## src/rtl/number_generator.sv

```systemverilog
// Reaction-game target generator: presents LFSR numbers, confirms a debounced match
// from the comparator, and scores hits against a per-round timeout.
//
// state   | meaning
// IDLE    | no game; waiting for start
// LOAD    | fetching a fresh number that differs from the previous one
// PRESENT | number shown; blanking, then waiting for is_equal
// CONFIRM | is_equal seen; counting consecutive equal cycles
module number_generator #(
    parameter logic [7:0] SEED           = 8'hA5,
    parameter int         CONFIRM_CYCLES = 4,
    parameter int         BLANK_CYCLES   = 2,
    parameter int         TIMEOUT_CYCLES = 100000000
) (
    input  logic       clk,
    input  logic       rst,
    input  logic       start,
    input  logic       stop,
    input  logic       is_equal,
    output logic [7:0] number,
    output logic       number_valid,
    output logic [7:0] score,
    output logic       hit,
    output logic       miss
);

    localparam int             TW           = $clog2(TIMEOUT_CYCLES);
    localparam logic [TW-1:0]  TIMER_LAST   = TW'(TIMEOUT_CYCLES - 1);
    localparam logic [TW-1:0]  TIMER_ONE    = TW'(1);
    localparam logic [7:0]     CONFIRM_LAST = 8'(CONFIRM_CYCLES - 1);
    localparam logic [3:0]     BLANK_LOAD   = 4'(BLANK_CYCLES);

    typedef enum logic [1:0] {
        IDLE    = 2'd0,
        LOAD    = 2'd1,
        PRESENT = 2'd2,
        CONFIRM = 2'd3
    } state_t;

    state_t        state_q, state_d;
    logic [7:0]    lfsr_q, lfsr_d;
    logic [7:0]    number_q, number_d;
    logic          valid_q, valid_d;
    logic [7:0]    score_q, score_d;
    logic          hit_q, hit_d;
    logic          miss_q, miss_d;
    logic [3:0]    blank_q, blank_d;
    logic [7:0]    confirm_q, confirm_d;
    logic [TW-1:0] timer_q, timer_d;

    logic          timeout;
    logic          do_hit;
    logic          do_miss;
    logic [7:0]    score_inc;

    always_comb begin
        state_d   = state_q;
        lfsr_d    = {lfsr_q[6:0], lfsr_q[7] ^ lfsr_q[5] ^ lfsr_q[4] ^ lfsr_q[3]};
        number_d  = number_q;
        valid_d   = valid_q;
        score_d   = score_q;
        hit_d     = 1'b0;
        miss_d    = 1'b0;
        blank_d   = blank_q;
        confirm_d = confirm_q;
        timer_d   = timer_q;
        do_hit    = 1'b0;
        do_miss   = 1'b0;
        timeout   = (timer_q == TIMER_LAST);
        score_inc = (score_q == 8'hFF) ? 8'hFF : score_q + 8'd1;

        if (stop) begin
            state_d   = IDLE;
            valid_d   = 1'b0;
            blank_d   = 4'd0;
            confirm_d = 8'd0;
            timer_d   = '0;
        end else begin
            case (state_q)
                IDLE: begin
                    valid_d = 1'b0;
                    if (start) begin
                        state_d = LOAD;
                        score_d = 8'd0;
                    end
                end
                LOAD: begin
                    // Never repeat the previous target back to back
                    if (lfsr_q != number_q) begin
                        number_d  = lfsr_q;
                        valid_d   = 1'b1;
                        blank_d   = BLANK_LOAD;
                        confirm_d = 8'd0;
                        timer_d   = '0;
                        state_d   = PRESENT;
                    end
                end
                PRESENT: begin
                    if (blank_q != 4'd0) begin
                        blank_d = blank_q - 4'd1;
                    end
                    if (blank_q == 4'd0 && is_equal && CONFIRM_CYCLES == 1) begin
                        do_hit = 1'b1;
                    end else if (timeout) begin
                        do_miss = 1'b1;
                    end else begin
                        timer_d = timer_q + TIMER_ONE;
                        if (blank_q == 4'd0 && is_equal) begin
                            confirm_d = 8'd1;
                            state_d   = CONFIRM;
                        end
                    end
                end
                CONFIRM: begin
                    if (is_equal && confirm_q == CONFIRM_LAST) begin
                        do_hit = 1'b1;
                    end else if (timeout) begin
                        do_miss = 1'b1;
                    end else begin
                        timer_d = timer_q + TIMER_ONE;
                        if (is_equal) begin
                            confirm_d = confirm_q + 8'd1;
                        end else begin
                            confirm_d = 8'd0;
                            state_d   = PRESENT;
                        end
                    end
                end
                default: state_d = IDLE;
            endcase

            // A hit takes precedence over a timeout on the same cycle
            if (do_hit) begin
                hit_d     = 1'b1;
                score_d   = score_inc;
                valid_d   = 1'b0;
                confirm_d = 8'd0;
                state_d   = LOAD;
            end else if (do_miss) begin
                miss_d    = 1'b1;
                valid_d   = 1'b0;
                confirm_d = 8'd0;
                state_d   = LOAD;
            end
        end
    end

    always_ff @(posedge clk) begin
        if (rst) begin
            state_q   <= IDLE;
            lfsr_q    <= SEED;
            number_q  <= 8'd0;
            valid_q   <= 1'b0;
            score_q   <= 8'd0;
            hit_q     <= 1'b0;
            miss_q    <= 1'b0;
            blank_q   <= 4'd0;
            confirm_q <= 8'd0;
            timer_q   <= '0;
        end else begin
            state_q   <= state_d;
            lfsr_q    <= lfsr_d;
            number_q  <= number_d;
            valid_q   <= valid_d;
            score_q   <= score_d;
            hit_q     <= hit_d;
            miss_q    <= miss_d;
            blank_q   <= blank_d;
            confirm_q <= confirm_d;
            timer_q   <= timer_d;
        end
    end

    assign number       = number_q;
    assign number_valid = valid_q;
    assign score        = score_q;
    assign hit          = hit_q;
    assign miss         = miss_q;

endmodule
```

## config.mk

```make
export PLATFORM = sky130hd
export DESIGN_NAME = number_generator
export DESIGN_NICKNAME = d
export VERILOG_FILES = /design/src/rtl/number_generator.sv
export SDC_FILE = /design/constraint.sdc
export NUM_CORES = 1
export LEC_CHECK = 0
export BUFFER_PORTS_ARGS = -buffer_cell sky130_fd_sc_hd__buf_2
export CORE_AREA = 2 2 80 82
export CTS_BUF_LIST = sky130_fd_sc_hd__clkbuf_4
export CTS_CLUSTER_SIZE = 14
export DETAILED_ROUTE_END_ITERATION = 6
export DIE_AREA = 0 0 82 84
export PLACE_DENSITY = 0.76
export SYNTH_ARGS = -nofsm -noshare
export SYNTH_HDL_FRONTEND = slang
export SYNTH_SLANG_ARGS = --single-unit
```

## constraint.sdc

```tcl
create_clock -name clk -period 2.4 [get_ports clk]
set_input_delay 0.72 -clock clk [delete_from_list [all_inputs] [get_ports clk]]
set_output_delay 0.72 -clock clk [all_outputs]
set_load 0.05 [all_outputs]
```

==> impl_metrics.yaml, run 1 <==
power_and_ir_drop:
  p_sw_w: 0.0005583
  power_frac_seq_pct: 58.8
  irDropWorstVdd_uv: 446.8
  internal_power_w: 0.001426
  pwr-share-clk_pct: 32.9
  p_sw_share_pct: 28.14
  p_per_area_nw_per_um2: 534.6
  p_leak_nw: 1.323
  power_frac_comb_pct: 8.2
global_routing:
  grt_use_total_pct: 22.57
  grt_pass1_wl_mm: 12.21
  grt_overflow_total: 0
  grt_pass1_vias: 2749
  antenna_found_initial: 0
  grt_max_degree: 25
clock_network:
  hold_buffers: 0
  root_buffer: "clkbuf_4"
  clkSinkCount: 68
  numCtsBuffers: 9
  htree_levels: 3
  cts_tree: "yes"
  clk_pin_slew_ns: 0.13
  cts_buffer_depth: 2
  clk_latency_ns: 0.43
finish:
  final_area_sq_um: 3711
  fin_nets: 443
  antenna_cells: 0
  drive_gt1_share_pct: 18.45
  seq_area_sq_um: 1363
  fill_cells: 543
  area_growth_pct: 13.34
  multi_input_area_sq_um: 1819
  layoutNonFillerInstCount: 516
synthesis:
  synth_seq_area_share_pct: 41.57
  syn_nets: 403
  yosysWarningCount: 0
  yosys.area.top_type: "dfxtp_1"
  syn_avg_cell_area_sq_um: 8.311
  yosysMostFrequentCell: "dfxtp_1"
  synth_area_leaders: "dfxtp_1, xnor2_1, nor2_1"
  netlist_area_sq_um: 3274
  synth-seq-cells: 68
  synthFlopType: "dfxtp_1"
  yosysUniqueCellTypes: 49
  ys_async_sr_fraction_pct: 0
  syn_inst: 394
  netlist.area_leader.share_pct: 41.57
  yosys-top-cells-count: "dfxtp_1, nor2_1, a21oi_1"
  synth-edff-count: 0
timing:
  finalMaxSlewViolations: 0
  max_freq_ghz: 0.4233
  worstMarginPinSlew_ns: 0.4988
  tns_ns: 0
  fin_crit_sh_pct: 98.44
  finalHoldViolCount: 0
  relSlewSlack_pct: 65.89
  layout_min_cycle_time_ns: 2.363
  setup_viol: 0
  clock_skew_ns: 0.02935
die:
  start_util_pct: 53.72
  ios: 24
  die_h_um: 84
  rows: 29
  dieWidth_um: 82
  dieArea_sq_um: 6888
  core_sq_um: 6096
place:
  gp_congestion: 0.8372
  hpwl_mm: 5.046
  place_area_sq_um: 3560
  dp_cells: 497
  port_buffers: 23
critical_path:
  path_cells: "or4b_4 > or4_4 > or2_4 > o211ai_4 > nor3_1 > a31o_1"
  cp_slowest_cell: "or4_4"
  crit_path_max_incr_delay_ns: 0.57
  end_kind: "flip-flop"
  worstPathArrival_ns: 2.70
  path_class: "flip-flop to flip-flop"
  cp-start-kind: "flip-flop"
  crit_required_ns: 2.74
  crit_path_max_fanout: 5
route:
  vias_per_cell: 5.723
  wl_per_cell_um: 13.80
  ant_nets: 0
  vias: 2953
  drt_pass1_iterations: 4
  drtIter0Drc: 184
  drc: 0
  routed_wirelength_mm: 7.119
status:
  status: "completed"
hold_path:
  hold_class: "flip-flop to flip-flop"
flow_run:
  drv_cap: 0
-- metrics by stage --
stage	util (%)	setup WS [ns]	hold slack (ns)	total power (W)
detailed placement	58.39	0.02562	0.4474	0.001353
global route	60.88	-0.005339	0.4908	0.002065
CTS	60.34	0.02686	0.4672	0.002002
floorplan	-	0.1285	0.4514	0.001305
finish	60.88	0.03749	0.4637	0.001984
global placement	58.39	0.04601	0.4426	0.001351
-- layout by cell type, fill, tap and decap left out, types with 3 or more instances in the layout --
master     Yosys  final
dfxtp_1       68     67
nor2_1        55     55
a21oi_1       32     32
nand2_1       28     28
xnor2_1       27     27
buf_2          1     23
o21ai_0       20     20
buf_4          0     18
nand3_1       15     15
a211oi_1      14     14
inv_1         13     13
nor3_1        10     10
clkbuf_4       0      9
nand4_1        8      8
and3_1         8      8
a31oi_1        8      8
a2111oi_0      6      6
nor2b_1        5      5
mux2i_1        5      5
nand2b_1       4      4
xor2_1         4      4
or2_2          4      4
and4_1         4      4
or3_1          4      4
a31o_2         4      4
ha_1           4      4
nor3b_1        3      3
or3b_2         3      3
-- logic make-up (layout without fill, tap and decap cells) --
family	Yosys count	after routing	share of synthesized area, %
AND/OR/NAND/NOR	163	163	25.18
AO/OA/AOI/OAI	96	96	18.76
flip-flops	68	68	41.57
XOR/XNOR	31	31	8.292
buffers and inverters	27	72	3.133
multiplexers	5	5	1.529
adder cells (fa/ha/maj)	4	4	1.529
-- flip-flops by register name (all words and copies together) (netlist names) --
signal	count
confirm_q	8
score	8
miss	1
blank_q	4
lfsr_q	8
hit	1
timer_q	27
number_valid	1
state_q	2
number	8
-- path summary, 6_finish.rpt --
path                      from           end  slack, ns  cells past startpoint
setup / recovery    timer_q[9]  confirm_q[1]       0.04                      6
hold / removal    number_valid  number_valid       0.46                      2
setup reg to reg    timer_q[9]  confirm_q[1]       0.04                      6
hold reg to reg   number_valid  number_valid       0.46                      2
-- routing by layer --
layer | up-vias | routed length [um] | track usage, %
li1 | 1499 | - | -
met5 | - | 0 | 0
met4 | 0 | 114 | 10.00
met2 | 62 | 3271 | 34.52
met1 | 1382 | 3450 | 30.69
met3 | 10 | 282 | 4.113
-- power by group through the flow --
stage / combinational [W] / sequential, W / clock [W]
after floorplan: 0.000103 / 0.00120 / 0
after global placement: 0.000158 / 0.00119 / 0
after detailed placement: 0.000160 / 0.00119 / 0
after CTS: 0.000162 / 0.00117 / 0.000673
after global routing: 0.000181 / 0.00117 / 0.000714
final: 0.000164 / 0.00117 / 0.000653
-- layout make-up --
type / count / share of cell area [%]
clock buffers: 9 / 1.821
clock inverters: 7 / 1.382
inverters: 14 / 1.416
multi-input cells: 299 / 49.02
flip-flops and latches: 68 / 36.72
well taps: 77 / 2.596
repair buffers: 42 / 7.047
-- critical path: cells and delay by family, from the launching register on --
kind,cells,cell delay (ns)
AND/OR/NAND/NOR,4,1.46
flip-flops,1,0.36
AO/OA/AOI/OAI,2,0.47
-- timing repair --
item / 4_1_cts / 5_1_grt
setup buffers: 0 / 3
endpoints found under the setup margin: 0 / 10
resized for setup: 0 / 4
Note: power is estimated with default switching activity, not from simulation.
==> run 2: changes to the inputs <==
CORE_AREA = 2 2 83 85   (was 2 2 80 82)
DIE_AREA = 0 0 85 87   (was 0 0 82 84)
PLACE_DENSITY = 0.71   (was 0.76)
==> run 2 against run 1 <==
First-iteration DRC count up 13%; critical path depth unchanged; sequential power about the same; final area up 2.2%; sequential share of layout area down 0.80 points; global-route usage down 1.7 points; setup slack better by 0.031 ns; count of clock-buffer cells in the layout unchanged; via count up 0.88%; hold slack better by 0.0048 ns; highest routed layer unchanged; die area up 7.4%; routed wire length up 1.6%.
==> impl_metrics.yaml, run 2 (same netlist as run 1, synthesis figures left out) <==
status:
  status: "completed"
route:
  drc: 0
  routed_wirelength_mm: 7.235
  drtIter0Drc: 207
  wl_per_cell_um: 13.97
  ant_nets: 0
  vias_per_cell: 5.751
  vias: 2979
  drt_pass1_iterations: 5
timing:
  setup_viol: 0
  fin_crit_sh_pct: 97.13
  layout_min_cycle_time_ns: 2.331
  finalHoldViolCount: 0
  relSlewSlack_pct: 65.71
  tns_ns: 0
  rsz0062_at_grt: "no"
  finalMaxSlewViolations: 0
  worstMarginPinSlew_ns: 0.5013
  clock_skew_ns: 0.01268
  max_freq_ghz: 0.4290
die:
  core_sq_um: 6569
  dieWidth_um: 85
  start_util_pct: 49.85
  ios: 24
  rows: 30
  dieArea_sq_um: 7395
  die_h_um: 87
critical_path:
  crit_path_max_fanout: 6
  path_cells: "or4b_1 > or4_4 > or2_4 > o211ai_4 > nor3_1 > a31o_1"
  cp-start-kind: "flip-flop"
  rr_startpoint: "timer_q[9]"
  end_kind: "flip-flop"
  r2r_cells: 6
  crit_path_max_incr_delay_ns: 0.53
  crit_required_ns: 2.72
  cp_slowest_cell: "or4b_1"
  path_class: "flip-flop to flip-flop"
  rr_endpoint: "confirm_q[1]"
  worstPathArrival_ns: 2.65
  reg2reg_setup_slack_ns: 0.07
global_routing:
  grt_use_total_pct: 20.90
  grt_pass1_wl_mm: 12.50
  grt_max_degree: 25
  grt_pass1_vias: 2762
  antenna_found_initial: 0
  grt_overflow_total: 0
clock_network:
  numCtsBuffers: 9
  root_buffer: "clkbuf_4"
  hold_buffers: 0
  htree_levels: 3
  clkSinkCount: 68
  clk_pin_slew_ns: 0.12
  cts_tree: "yes"
  cts_buffer_depth: 2
  clk_latency_ns: 0.42
hold_path:
  hold_start: "number_valid"
  hold-path-cell-count: 2
  holdPathEnd: "number_valid"
  hold_class: "flip-flop to flip-flop"
finish:
  seq_area_sq_um: 1363
  fin_nets: 442
  final_cell_mix: "dfxtp_1, nor2_1, a21oi_1"
  antenna_cells: 0
  top_register: "timer_q"
  final_common_cell: "dfxtp_1"
  drive_gt1_share_pct: 18.04
  area_growth_pct: 15.86
  largest_reg_flops: 27
  fill_cells: 591
  multi_input_area_sq_um: 1823
power_and_ir_drop:
  p_leak_nw: 1.359
  p_per_area_nw_per_um2: 608.1
  power.total_w: 0.002307
  irDropWorstVdd_uv: 386.8
place:
  gp_congestion: 0.8388
  port_buffers: 23
  hpwl_mm: 5.078
flow_run:
  drv_cap: 0
[run 2: timing repair]
action                                  CTS  global route
buffers inserted                          0             3
endpoints found under the setup margin    0            28
gates resized for setup                   0             3
[run 2: per-layer routing]
layer  global-route usage, %  vias to the layer above  share of wire [%]
met5                       0                        -                  0
met4                   9.524                        0                2.0
met3                   3.128                       13                4.5
met2                   34.02                       70                 46
met1                   27.46                     1406                 48
li1                        -                     1490                  -
[run 2: report_power, final]
part,internal [W],switching (W)
Sequential,0.00115,0.0000198
Combinational,0.0000638,0.000102
Clock,0.000534,0.000439
[run 2: worst max-delay path, delay by kind of cell (launching register included)]
kind             cells  cell delay (ns)
AND/OR/NAND/NOR      4             1.42
flip-flops           1             0.36
AO/OA/AOI/OAI        2             0.47
[run 2: how the worst max path moves through the flow]
| stage | start | slack, ns | depth (start not counted) | endpoint |
|---|---|---|---|---|
| final | timer_q[9] | 0.07 | 6 | confirm_q[1] |
| after global routing | timer_q[0] | 0.0002 | 7 | timer_q[26] |
| after CTS | timer_q[9] | 0.04 | 6 | confirm_q[2] |
| after detailed placement | timer_q[9] | 0.04 | 6 | confirm_q[2] |
| after global placement | timer_q[9] | 0.07 | 6 | confirm_q[2] |
| after floorplan | timer_q[9] | 0.13 | 6 | confirm_q[1] |
[run 2: area by class of cell]
type / count / area share [%]
clock buffer: 9 / 1.781
clock inverter: 7 / 3.298
inverter: 14 / 1.385
multi-input combinational: 299 / 48.05
sequential: 68 / 35.92
tap: 80 / 2.639
timing repair buffer: 41 / 6.926
[run 2: per-stage QoR]
| stage | worst slack [ns] | hold WS, ns | instance area, sq um | std cells | utilization [%] |
|---|---|---|---|---|---|
| 2_1_floorplan | 0.1285 | 0.4514 | 3274 | 394 | - |
| 3_3_place_gp | 0.07409 | 0.4491 | 3568 | 499 | 54.32 |
| 3_5_place_dp | 0.04464 | 0.4574 | 3568 | 499 | 54.32 |
| 4_1_cts | 0.03540 | 0.4763 | 3761 | 515 | 57.26 |
| 5_1_grt | 0.0001827 | 0.5000 | 3794 | 518 | 57.75 |
| 6_report | 0.06893 | 0.4685 | 3794 | 518 | 57.75 |
==> run 3: changes to the inputs <==
CTS_BUF_LIST = sky130_fd_sc_hd__clkbuf_16   (was sky130_fd_sc_hd__clkbuf_4)
PLACE_DENSITY = 0.75   (was 0.71)
==> run 3 against run 2 <==
Count of clock-buffer cells in the layout unchanged; clock skew down 0.0035 ns; via count hardly changed; die area is the same; critical path type unchanged.
==> impl_metrics.yaml, run 3 (same netlist as run 1, synthesis figures left out) <==
status:
  status: "completed"
finish:
  top_register: "timer_q"
  largest_reg_flops: 27
  final_cell_mix: "dfxtp_1, nor2_1, a21oi_1"
  final_common_cell: "dfxtp_1"
  area_growth_pct: 19.76
  antenna_cells: 0
  fin_nets: 443
  drive_gt1_share_pct: 18.45
timing:
  rsz0062_at_grt: "no"
  finalHoldViolCount: 0
  fin_crit_sh_pct: 96.48
  finalMaxSlewViolations: 0
  tns_ns: 0
  worstMarginPinSlew_ns: 0.5393
  layout_min_cycle_time_ns: 2.316
  relSlewSlack_pct: 63.91
  clock_skew_ns: 0.009134
  setup_slack_ns: 0.08440
  setup_viol: 0
  max_freq_ghz: 0.4319
flow_run:
  drv_cap: 0
critical_path:
  cp-start-kind: "flip-flop"
  crit_path_max_fanout: 5
  path_class: "flip-flop to flip-flop"
  end_kind: "flip-flop"
  crit_required_ns: 2.63
  worstPathArrival_ns: 2.54
clock_network:
  cts_buffer_depth: 2
  hold_buffers: 0
  htree_levels: 3
  root_buffer: "clkbuf_16"
  clk_latency_ns: 0.33
  clk_pin_slew_ns: 0.06
  numCtsBuffers: 9
  clkSinkCount: 68
  cts_tree: "yes"
global_routing:
  grt_pass1_vias: 2804
  grt_use_total_pct: 21.83
  grt_pass1_wl_mm: 12.91
  antenna_found_initial: 0
  grt_overflow_total: 0
  grt_max_degree: 25
route:
  vias: 2978
  drc: 0
  drt_pass1_iterations: 5
  vias_per_cell: 5.738
  wl_per_cell_um: 14.42
  drtIter0Drc: 205
  ant_nets: 0
  routed_wirelength_mm: 7.482
place:
  gp_congestion: 0.8583
  port_buffers: 23
  hpwl_mm: 5.010
  pre_cts_slack_ns: -0.006229
power_and_ir_drop:
  p_leak_nw: 1.414
  irDropWorstVdd_uv: 469.0
  p_per_area_nw_per_um2: 705.1
die:
  core_sq_um: 6569
  start_util_pct: 49.85
  dieWidth_um: 85
  rows: 30
  die_h_um: 87
  dieArea_sq_um: 7395
  ios: 24
hold_path:
  hold_class: "flip-flop to flip-flop"
run 3: cell count changes in the layout (fill, tap and decap cells not counted), moves of 2 or more:
cell       change
clkbuf_16      +9
clkbuf_4       -9
a2111oi_0      -4
a2111oi_1      +4
buf_4          +2
clkinv_4       -2
run 3: stage by stage:
step / cells / hold slack [ns] / total power [W] / util, % / area [sq um]
final: 519 / 0.4561 / 0.002765 / 59.70 / 3921
after global routing: 519 / 0.4943 / 0.002847 / 59.70 / 3921
after CTS: 516 / 0.4671 / 0.002775 / 59.18 / 3887
after detailed placement: 500 / 0.4543 / 0.001356 / 54.25 / 3563
after global placement: 500 / 0.4516 / 0.001354 / 54.25 / 3563
after floorplan: 394 / 0.4514 / 0.001305 / - / 3274
run 3: layer usage:
metal	global-route usage (%)	share of wire [%]	up-vias
met5	0	0	-
met4	6.494	1.3	0
met3	6.825	4.4	10
met2	34.80	46	68
met1	28.53	48	1404
li1	-	-	1496
run 3: cell type report:
class / instances / area (sq um)
Fill cell: 530 / 2648
Clock inverter: 7 / 98.84
Clock buffer: 9 / 225.2
Tap cell: 80 / 100.1
Timing Repair Buffer: 42 / 257.7
Sequential cell: 68 / 1363
Inverter: 14 / 52.55
Multi-Input combinational cell: 299 / 1824
run 3: final timing paths:
kind,start,endpoint,slack (ns),cells after the start
max,timer_q[9],confirm_q[1],0.08,6
min,number_valid,number_valid,0.46,2
max reg2reg,timer_q[9],confirm_q[1],0.08,6
min reg2reg,number_valid,number_valid,0.46,2
run 3: where the power goes:
group / switching [W] / leakage (nW) / internal, W
Clock: 0.000514 / 0.156 / 0.000914
Combinational: 0.000104 / 0.707 / 0.0000639
Sequential: 0.0000206 / 0.551 / 0.00115
Total: 0.000638 / 1.41 / 0.00213
run 3: worst max-delay path: stages (launching register included):
cell	delay, ns
dfxtp_2	0.34
or4b_4	0.53
or4_4	0.57
or2_4	0.27
o211ai_4	0.24
nor3_1	0.08
a31o_1	0.18
run 3: what timing repair did:
action                                  CTS  global route
endpoints found under the setup margin    0            10
setup buffers                             0             3
gates resized for setup                   0             7
